==> src/rtl/on_the_fly_converter_pkg.sv <==
// Shared types and constants for the on-the-fly signed-digit converter.
// Optional digit-code checking is enabled with OTF_DIGIT_CHECK_EN.
package online_pkg;

  typedef enum logic [1:0] {
    IDLE = 2'd0,
    CONV = 2'd1,
    DONE = 2'd2
  } otf_state_t;

  localparam int unsigned DIGITS_DEFAULT = 9;

  // Digit codes as {plus, minus}; the unused code 2'b11 is read as zero.
  localparam logic [1:0] POS  = 2'b10;
  localparam logic [1:0] ZERO = 2'b00;
  localparam logic [1:0] NEG  = 2'b01;

endpackage

==> src/rtl/on_the_fly_converter_if.sv <==
// Digit-in / result-out bundle of the on-the-fly converter.
// digit_err exists only when OTF_DIGIT_CHECK_EN is defined.
interface on_the_fly_converter_if
  import online_pkg::*;
#(
  parameter int unsigned W = DIGITS_DEFAULT + 1
);

  logic         start;
  logic         digit_valid;
  logic         digit_plus;
  logic         digit_minus;
  logic         digit_ready;
  logic [W-1:0] result;
  logic         result_valid;
  logic         busy;
`ifdef OTF_DIGIT_CHECK_EN
  logic         digit_err;

  modport master (
    output start, digit_valid, digit_plus, digit_minus,
    input  digit_ready, result, result_valid, busy, digit_err
  );
  modport slave (
    input  start, digit_valid, digit_plus, digit_minus,
    output digit_ready, result, result_valid, busy, digit_err
  );
`else
  modport master (
    output start, digit_valid, digit_plus, digit_minus,
    input  digit_ready, result, result_valid, busy
  );
  modport slave (
    input  start, digit_valid, digit_plus, digit_minus,
    output digit_ready, result, result_valid, busy
  );
`endif

endinterface

==> src/rtl/on_the_fly_converter_step.sv <==
// One conversion step: next Q/QM from the current pair and one digit,
// using only shifts and selects (no carry propagation).
module otf_step
  import online_pkg::*;
#(
  parameter int unsigned W = DIGITS_DEFAULT + 1
) (
  input  logic [W-1:0] i_q,
  input  logic [W-1:0] i_qm,
  input  logic [1:0]   i_digit,
  output logic [W-1:0] o_q,
  output logic [W-1:0] o_qm
);

  // Casting the W+1-bit concatenation to W bits drops the old MSB.
  always_comb begin
    o_q  = W'({i_q, 1'b0});
    o_qm = W'({i_qm, 1'b1});
    case (i_digit)
      POS: begin
        o_q  = W'({i_q, 1'b1});
        o_qm = W'({i_q, 1'b0});
      end
      NEG: begin
        o_q  = W'({i_qm, 1'b1});
        o_qm = W'({i_qm, 1'b0});
      end
      default: ;
    endcase
  end

endmodule

==> src/rtl/on_the_fly_converter.sv <==
// MSD-first borrow-save digit string to two's-complement converter.
// Define OTF_DIGIT_CHECK_EN to flag the illegal plus=minus=1 digit code.
module on_the_fly_converter
  import online_pkg::*;
#(
  parameter int unsigned DIGITS = DIGITS_DEFAULT,
  parameter int unsigned W      = DIGITS + 1
) (
  input logic                  clk,
  input logic                  rst_n,
  on_the_fly_converter_if.slave bus
);

  localparam int unsigned   CW   = $clog2(DIGITS + 1);
  localparam logic [CW-1:0] LAST = CW'(DIGITS - 1);

  otf_state_t    r_state;
  logic [W-1:0]  r_q;
  logic [W-1:0]  r_qm;
  logic [W-1:0]  r_result;
  logic [CW-1:0] r_cnt;
  logic          r_result_valid;
  logic          r_busy;

  logic          w_ready;
  logic          w_accept;
  logic          w_last;
  logic [W-1:0]  w_q_base;
  logic [W-1:0]  w_qm_base;
  logic [W-1:0]  w_q_next;
  logic [W-1:0]  w_qm_next;
  logic [CW-1:0] w_cnt_base;

  // A start restarts from the cleared pair so the same-cycle digit is the MSD.
  assign w_ready    = rst_n & (bus.start | (r_state == CONV));
  assign w_accept   = w_ready & bus.digit_valid;
  assign w_q_base   = bus.start ? '0 : r_q;
  assign w_qm_base  = bus.start ? '1 : r_qm;
  assign w_cnt_base = bus.start ? '0 : r_cnt;
  assign w_last     = (w_cnt_base == LAST);

  otf_step #(.W(W)) u_step (
    .i_q     (w_q_base),
    .i_qm    (w_qm_base),
    .i_digit ({bus.digit_plus, bus.digit_minus}),
    .o_q     (w_q_next),
    .o_qm    (w_qm_next)
  );

  always_ff @(posedge clk) begin
    if (!rst_n) begin
      r_state        <= IDLE;
      r_q            <= '0;
      r_qm           <= '1;
      r_cnt          <= '0;
      r_result       <= '0;
      r_result_valid <= 1'b0;
      r_busy         <= 1'b0;
    end else begin
      if (bus.start) begin
        r_state        <= CONV;
        r_q            <= '0;
        r_qm           <= '1;
        r_cnt          <= '0;
        r_result       <= '0;
        r_result_valid <= 1'b0;
        r_busy         <= 1'b1;
      end
      // Later assignments refine the restart when a digit is taken too.
      if (w_accept) begin
        r_q   <= w_q_next;
        r_qm  <= w_qm_next;
        r_cnt <= w_cnt_base + CW'(1);
        if (w_last) begin
          r_state        <= DONE;
          r_result       <= w_q_next;
          r_result_valid <= 1'b1;
          r_busy         <= 1'b0;
        end
      end
    end
  end

  assign bus.digit_ready  = w_ready;
  assign bus.result       = r_result;
  assign bus.result_valid = r_result_valid;
  assign bus.busy         = r_busy;

`ifdef OTF_DIGIT_CHECK_EN
  logic r_digit_err;

  always_ff @(posedge clk) begin
    if (!rst_n) begin
      r_digit_err <= 1'b0;
    end else begin
      if (bus.start) r_digit_err <= 1'b0;
      if (w_accept && bus.digit_plus && bus.digit_minus) r_digit_err <= 1'b1;
    end
  end

  assign bus.digit_err = r_digit_err;
`endif

endmodule

==> src/flat_wrapper.sv <==
// flat-port wrapper written by rule: the top's interface ports become plain ports
module on_the_fly_converter_flat import online_pkg::*;
#(
  parameter int unsigned DIGITS = DIGITS_DEFAULT,
  parameter int unsigned W      = DIGITS + 1
)
  (clk, rst_n, bus_start, bus_digit_valid, bus_digit_plus, bus_digit_minus, bus_digit_ready, bus_result, bus_result_valid, bus_busy);
  on_the_fly_converter_if #(.W(W)) bus_i ();
  input logic clk;
  input logic rst_n;
  input wire logic [$bits(bus_i.start)-1:0] bus_start;
  input wire logic [$bits(bus_i.digit_valid)-1:0] bus_digit_valid;
  input wire logic [$bits(bus_i.digit_plus)-1:0] bus_digit_plus;
  input wire logic [$bits(bus_i.digit_minus)-1:0] bus_digit_minus;
  output wire logic [$bits(bus_i.digit_ready)-1:0] bus_digit_ready;
  output wire logic [$bits(bus_i.result)-1:0] bus_result;
  output wire logic [$bits(bus_i.result_valid)-1:0] bus_result_valid;
  output wire logic [$bits(bus_i.busy)-1:0] bus_busy;
  assign bus_i.start = bus_start;
  assign bus_i.digit_valid = bus_digit_valid;
  assign bus_i.digit_plus = bus_digit_plus;
  assign bus_i.digit_minus = bus_digit_minus;
  assign bus_digit_ready = bus_i.digit_ready;
  assign bus_result = bus_i.result;
  assign bus_result_valid = bus_i.result_valid;
  assign bus_busy = bus_i.busy;
  on_the_fly_converter #(.DIGITS(DIGITS), .W(W)) u_core (.clk(clk), .rst_n(rst_n), .bus(bus_i));
endmodule
==> config.mk <==
export PLATFORM = sky130hd
export DESIGN_NAME = on_the_fly_converter_flat
export DESIGN_NICKNAME = d
export VERILOG_FILES = /design/src/rtl/on_the_fly_converter_pkg.sv /design/src/rtl/on_the_fly_converter_if.sv /design/src/rtl/on_the_fly_converter_step.sv /design/src/rtl/on_the_fly_converter.sv /design/src/flat_wrapper.sv
export SDC_FILE = /design/constraint.sdc
export NUM_CORES = 1
export LEC_CHECK = 0
export BUFFER_PORTS_ARGS = -buffer_cell sky130_fd_sc_hd__buf_4
export CORE_AREA = 2 2 89 91
export CTS_CLUSTER_SIZE = 10
export DETAILED_ROUTE_END_ITERATION = 6
export DIE_AREA = 0 0 91 93
export PLACE_DENSITY = 0.49
export SKIP_CTS_REPAIR_TIMING = 1
export SLEW_MARGIN = 20
export SYNTH_ARGS = -nofsm -noshare
export SYNTH_HDL_FRONTEND = slang
export SYNTH_SLANG_ARGS = --single-unit
==> constraint.sdc <==
create_clock -name clk -period 5.4 [get_ports clk]
set_input_delay 0.81 -clock clk [delete_from_list [all_inputs] [get_ports clk]]
set_output_delay 0.81 -clock clk [all_outputs]
set_load 0.03 [all_outputs]
==> results.txt <==
Yosys instantiated no cell more often than sky130_fd_sc_hd__dfxtp_1. The tool flagged a number of max-cap violations equal to 0. Number of I/O port buffers: 18.

Data on the critical path is required at its endpoint by 5580 ps. Clock-pin slew was measured on the worst setup and hold paths at 70 ps. The origin of the worst min-delay path was u_core.bus.busy$_SDFF_PN0_. For the internal reg-to-reg setup slack, the log shows 3070 ps.

In this run the critical register-to-register path is launched from u_core.r_cnt[1]$_SDFF_PN0_. The type of the tightest min-delay check is flop to flop. The tools report the number of nets in the layout as 223. The weighted congestion at the end of routability-driven global placement is 0.680. The tools report the via count of the first global-routing pass as 1391.

The worst stage delay on the critical path was 640 ps; the final cycle utilization of the critical path was 53.9%. Along the worst hold path, the cell count comes to 2. Kind of cell with the highest combined delay on the critical path: simple AND/OR/NAND/NOR gates. The average via count per standard cell works out to 4.47. Final count of hold timing violations: 0. DRC violation count after routing: 0. The total half-perimeter wirelength after legalization and detailed placement is 2510 um, and the height of the die is 93 um. In this run, synthesis produced a sequential element count of 36.

The number of enable-type register cells in the synthesized netlist works out to 0. Total power for the finished layout comes to 0.512 mW. The commonest cells after synthesis are sky130_fd_sc_hd__dfxtp_1, sky130_fd_sc_hd__nor2_1, sky130_fd_sc_hd__o21a_1, sky130_fd_sc_hd__a21oi_1, sky130_fd_sc_hd__nand2_1. The prevailing post-synth register cell is sky130_fd_sc_hd__dfxtp_1.

Counting cells, the worst reg-to-reg path comes to 7. The total negative slack is 0 ps. For the maximum clock insertion buffer count, the log shows 2.

The floorplan has 32 rows. The mapped netlist covers 1810 um2. The synthesized design spends more area on one cell type than any other, namely sky130_fd_sc_hd__dfxtp_1. The total power density per cell area is 248 nW/um2, and the insertion delay to the later sink of the worst-skew pair is 290 ps.

The final count of pins violating max slew came out at 0. By area the synthesized netlist is led by sky130_fd_sc_hd__dfxtp_1, sky130_fd_sc_hd__o21a_1, sky130_fd_sc_hd__a22oi_2. For the remaining global-route overflow, the log shows 0. The maximum net fanout on the critical path is 42.

The worst register-to-register path ends at u_core.bus.result[3]$_SDFF_PN0_. The area overhead of the layout relative to synthesis works out to 14.2%. Synthesis produced a netlist with a net count of 216. Derived from the worst setup path, the maximum achievable clock frequency is 344 MHz. The critical path contains buffers and inverters numbering 2 combined.

The tools report the count of different cell masters after synthesis as 33. The run gives 39.8% as the sequential element share of the synthesized area. After synthesis, the largest area contributor takes up 39.8% of total cell area. Count of inserted antenna diode cells: 0. The path type of the worst setup path is primary input to flop.

The tools report the first-pass iteration count of the detailed router as 4. The clock period minus worst slack is 2910 ps, and the number of design-rule violations left by the first detailed-router iteration is 90. The transition time of the tightest slew-check pin is 1040 ps. Traced cell by cell, the critical path runs through buf_4 > nor2b_1 > inv_1 > ha_1 > nor4bb_1 > nand4_1 > and3b_1 > o21a_1. The mean post-synth cell area was 8.78 um2. The logs give 24.0% for the effective utilization at floorplan and 0.838 nW for the leakage power total.

Layout cell share with drive strength beyond 1: 16.4%. The tools report the type of destination of the critical path as a flop. Cell with the largest stage delay on the worst path: sky130_fd_sc_hd__nand4_1. The tools report the final design utilization as 27.5%. Across all layers, the routed design uses 1409 vias.

The tools report the clock root buffer as sky130_fd_sc_hd__clkbuf_8. TritonCTS built the clock tree. The H-tree was split into 2 levels. The logs give 7530 um2 for the area of the core region and 5.73 ps for the worst-case clock skew. The logs give 19 for the total I/O pin count and 36 for the number of sinks handled by clock tree synthesis.

The width of the die was 91 um. The antenna violation net count after detailed routing is 0, and the data arrival time at the worst-slack endpoint is 3090 ps. The routed design has 3990 um of wire. The run gives 0 as the final count of negative-setup-slack endpoints. The Yosys step of the flow raised 0 warnings. Number of antenna violations at the first check in global routing: 0.

The first global-routing pass estimated 6830 um of wire. Setup repair after global routing left no endpoint under its margin. Synthesis produced 206 cells. For the largest net degree at the start of global routing, the log shows 43. The flow ran to the end, and the final reports show no timing, DRC or antenna violations. The total global-route track usage is 10.0%, and the worst slew slack as a fraction of its limit is 30.4%. The worst hold path terminates at u_core.bus.busy$_SDFF_PN0_. IR analysis of the VDD net gives a maximum drop of 129 uV. The layout has 854 filler cells. The die covers 8460 um2. The tools report the total clock buffers created by CTS as 5. The routed length per placed instance is 12.7 um. The worst setup path is launched from a primary input.

Counting flops with an async set or reset pin after synthesis yields a share of 0%.
==> sequential cells by signal (all words and copies together) (netlist names) <==
register and count:
u_core.bus.result 10, u_core.r_q 9, u_core.bus.result_valid 1, u_core.r_cnt 4, u_core.bus.busy 1, u_core.r_state 2
u_core.r_qm 9
==> power breakdown <==
group	switching [mW]	leakage, nW	total, mW	internal (mW)
combinational	0.0372	0.504	0.0572	0.0200
sequential	0.00239	0.292	0.273	0.271
clock	0.0939	0.0410	0.182	0.0878
==> area by class of cell <==
| cell class | count | area [um2] | share of cell area (%) |
|---|---|---|---|
| repair buffers | 18 | 135 | 6.54 |
| clock inverters | 1 | 5.00 | 0.242 |
| flip-flops and latches | 36 | 721 | 34.9 |
| inverters | 4 | 15.0 | 0.726 |
| clock buffers | 6 | 72.6 | 3.51 |
| multi-input cells | 148 | 991 | 47.9 |
| well taps | 102 | 128 | 6.17 |
==> per-layer routing <==
layer / wire length, um / GRT usage (%)
met5: 0 / 0
met4: 64 / 4.42
met3: 95 / 2.18
met2: 1670 / 15.4
met1: 2150 / 13.6
==> placed cells by master (no fill, tap or decap) <==
cell type | synthesis | final
sky130_fd_sc_hd__dfxtp_1 | 36 | 36
sky130_fd_sc_hd__ha_1 | 4 | 4
sky130_fd_sc_hd__o21ai_1 | 1 | 1
sky130_fd_sc_hd__nor2_1 | 23 | 23
sky130_fd_sc_hd__a22oi_2 | 7 | 7
sky130_fd_sc_hd__nand2_1 | 14 | 14
sky130_fd_sc_hd__a21oi_1 | 17 | 17
sky130_fd_sc_hd__nand4_1 | 2 | 2
sky130_fd_sc_hd__o21ba_2 | 1 | 1
sky130_fd_sc_hd__o311ai_1 | 8 | 8
sky130_fd_sc_hd__nor2b_1 | 7 | 7
sky130_fd_sc_hd__o211ai_2 | 1 | 1
sky130_fd_sc_hd__and2_1 | 1 | 1
sky130_fd_sc_hd__mux2i_1 | 2 | 2
sky130_fd_sc_hd__o21ai_0 | 2 | 2
sky130_fd_sc_hd__xnor2_1 | 1 | 1
sky130_fd_sc_hd__buf_4 | 1 | 18
sky130_fd_sc_hd__a21boi_1 | 1 | 1
sky130_fd_sc_hd__clkbuf_1 | 10 | 1
sky130_fd_sc_hd__or2_1 | 8 | 8
sky130_fd_sc_hd__clkinv_2 | 0 | 1
sky130_fd_sc_hd__and3b_1 | 10 | 10
sky130_fd_sc_hd__o21a_1 | 20 | 20
sky130_fd_sc_hd__a22oi_1 | 1 | 1
sky130_fd_sc_hd__nor3b_1 | 9 | 9
sky130_fd_sc_hd__inv_1 | 4 | 4
sky130_fd_sc_hd__or2_2 | 1 | 1
sky130_fd_sc_hd__clkbuf_8 | 0 | 5
sky130_fd_sc_hd__nand2b_1 | 3 | 3
sky130_fd_sc_hd__o211a_2 | 1 | 1
sky130_fd_sc_hd__nor4bb_1 | 1 | 1
sky130_fd_sc_hd__a21boi_0 | 2 | 2
==> worst max-delay path by stage <==
stage / from / endpoint / slack (ps) / cells past startpoint
6_report: bus_start / u_core.bus.result[3]$_SDFF_PN0_ / 2490 / 8
5_1_grt: bus_start / u_core.bus.result[8]$_SDFF_PN0_ / 2180 / 8
4_1_cts: bus_start / u_core.bus.result[3]$_SDFF_PN0_ / 2450 / 8
3_5_place_dp: bus_start / u_core.bus.result[5]$_SDFF_PN0_ / 2140 / 8
3_3_place_gp: bus_start / u_core.bus.result[6]$_SDFF_PN0_ / 2160 / 7
2_1_floorplan: bus_start / bus_digit_ready / 2950 / 3
==> kinds of logic (layout without fill, tap and decap cells) <==
group                      Yosys count  in the layout  share of synthesized area (%)
AOI/OAI and AO/OA                   62             62                           26.0
xor gates and xnor gates             1              1                          0.484
adders and majority gates            4              4                           2.77
buffers and inverters               22             29                           5.39
DFF                                 36             36                           39.8
muxes                                2              2                           1.11
and+or+nand+nor                     79             79                           24.4
==> worst reg2reg max path, stage by stage (launching register included) <==
cell and delay (ps):
sky130_fd_sc_hd__dfxtp_1 300, sky130_fd_sc_hd__nor2b_1 160, sky130_fd_sc_hd__inv_1 90, sky130_fd_sc_hd__ha_1 130, sky130_fd_sc_hd__nor4bb_1 260, sky130_fd_sc_hd__nand4_1 640
sky130_fd_sc_hd__and3b_1 470, sky130_fd_sc_hd__o21a_1 170
==> stage by stage <==
step           hold WS [ps]  cells  setup WS (ps)  instance area, um2
2_1_floorplan           440    206           2950                1810
3_3_place_gp            458    308           2160                1990
3_5_place_dp            453    308           2140                1990
4_1_cts                 477    315           2450                2070
5_1_grt                 530    315           2180                2070
6_report                474    315           2490                2070
Note: power is estimated with default switching activity, not from simulation.
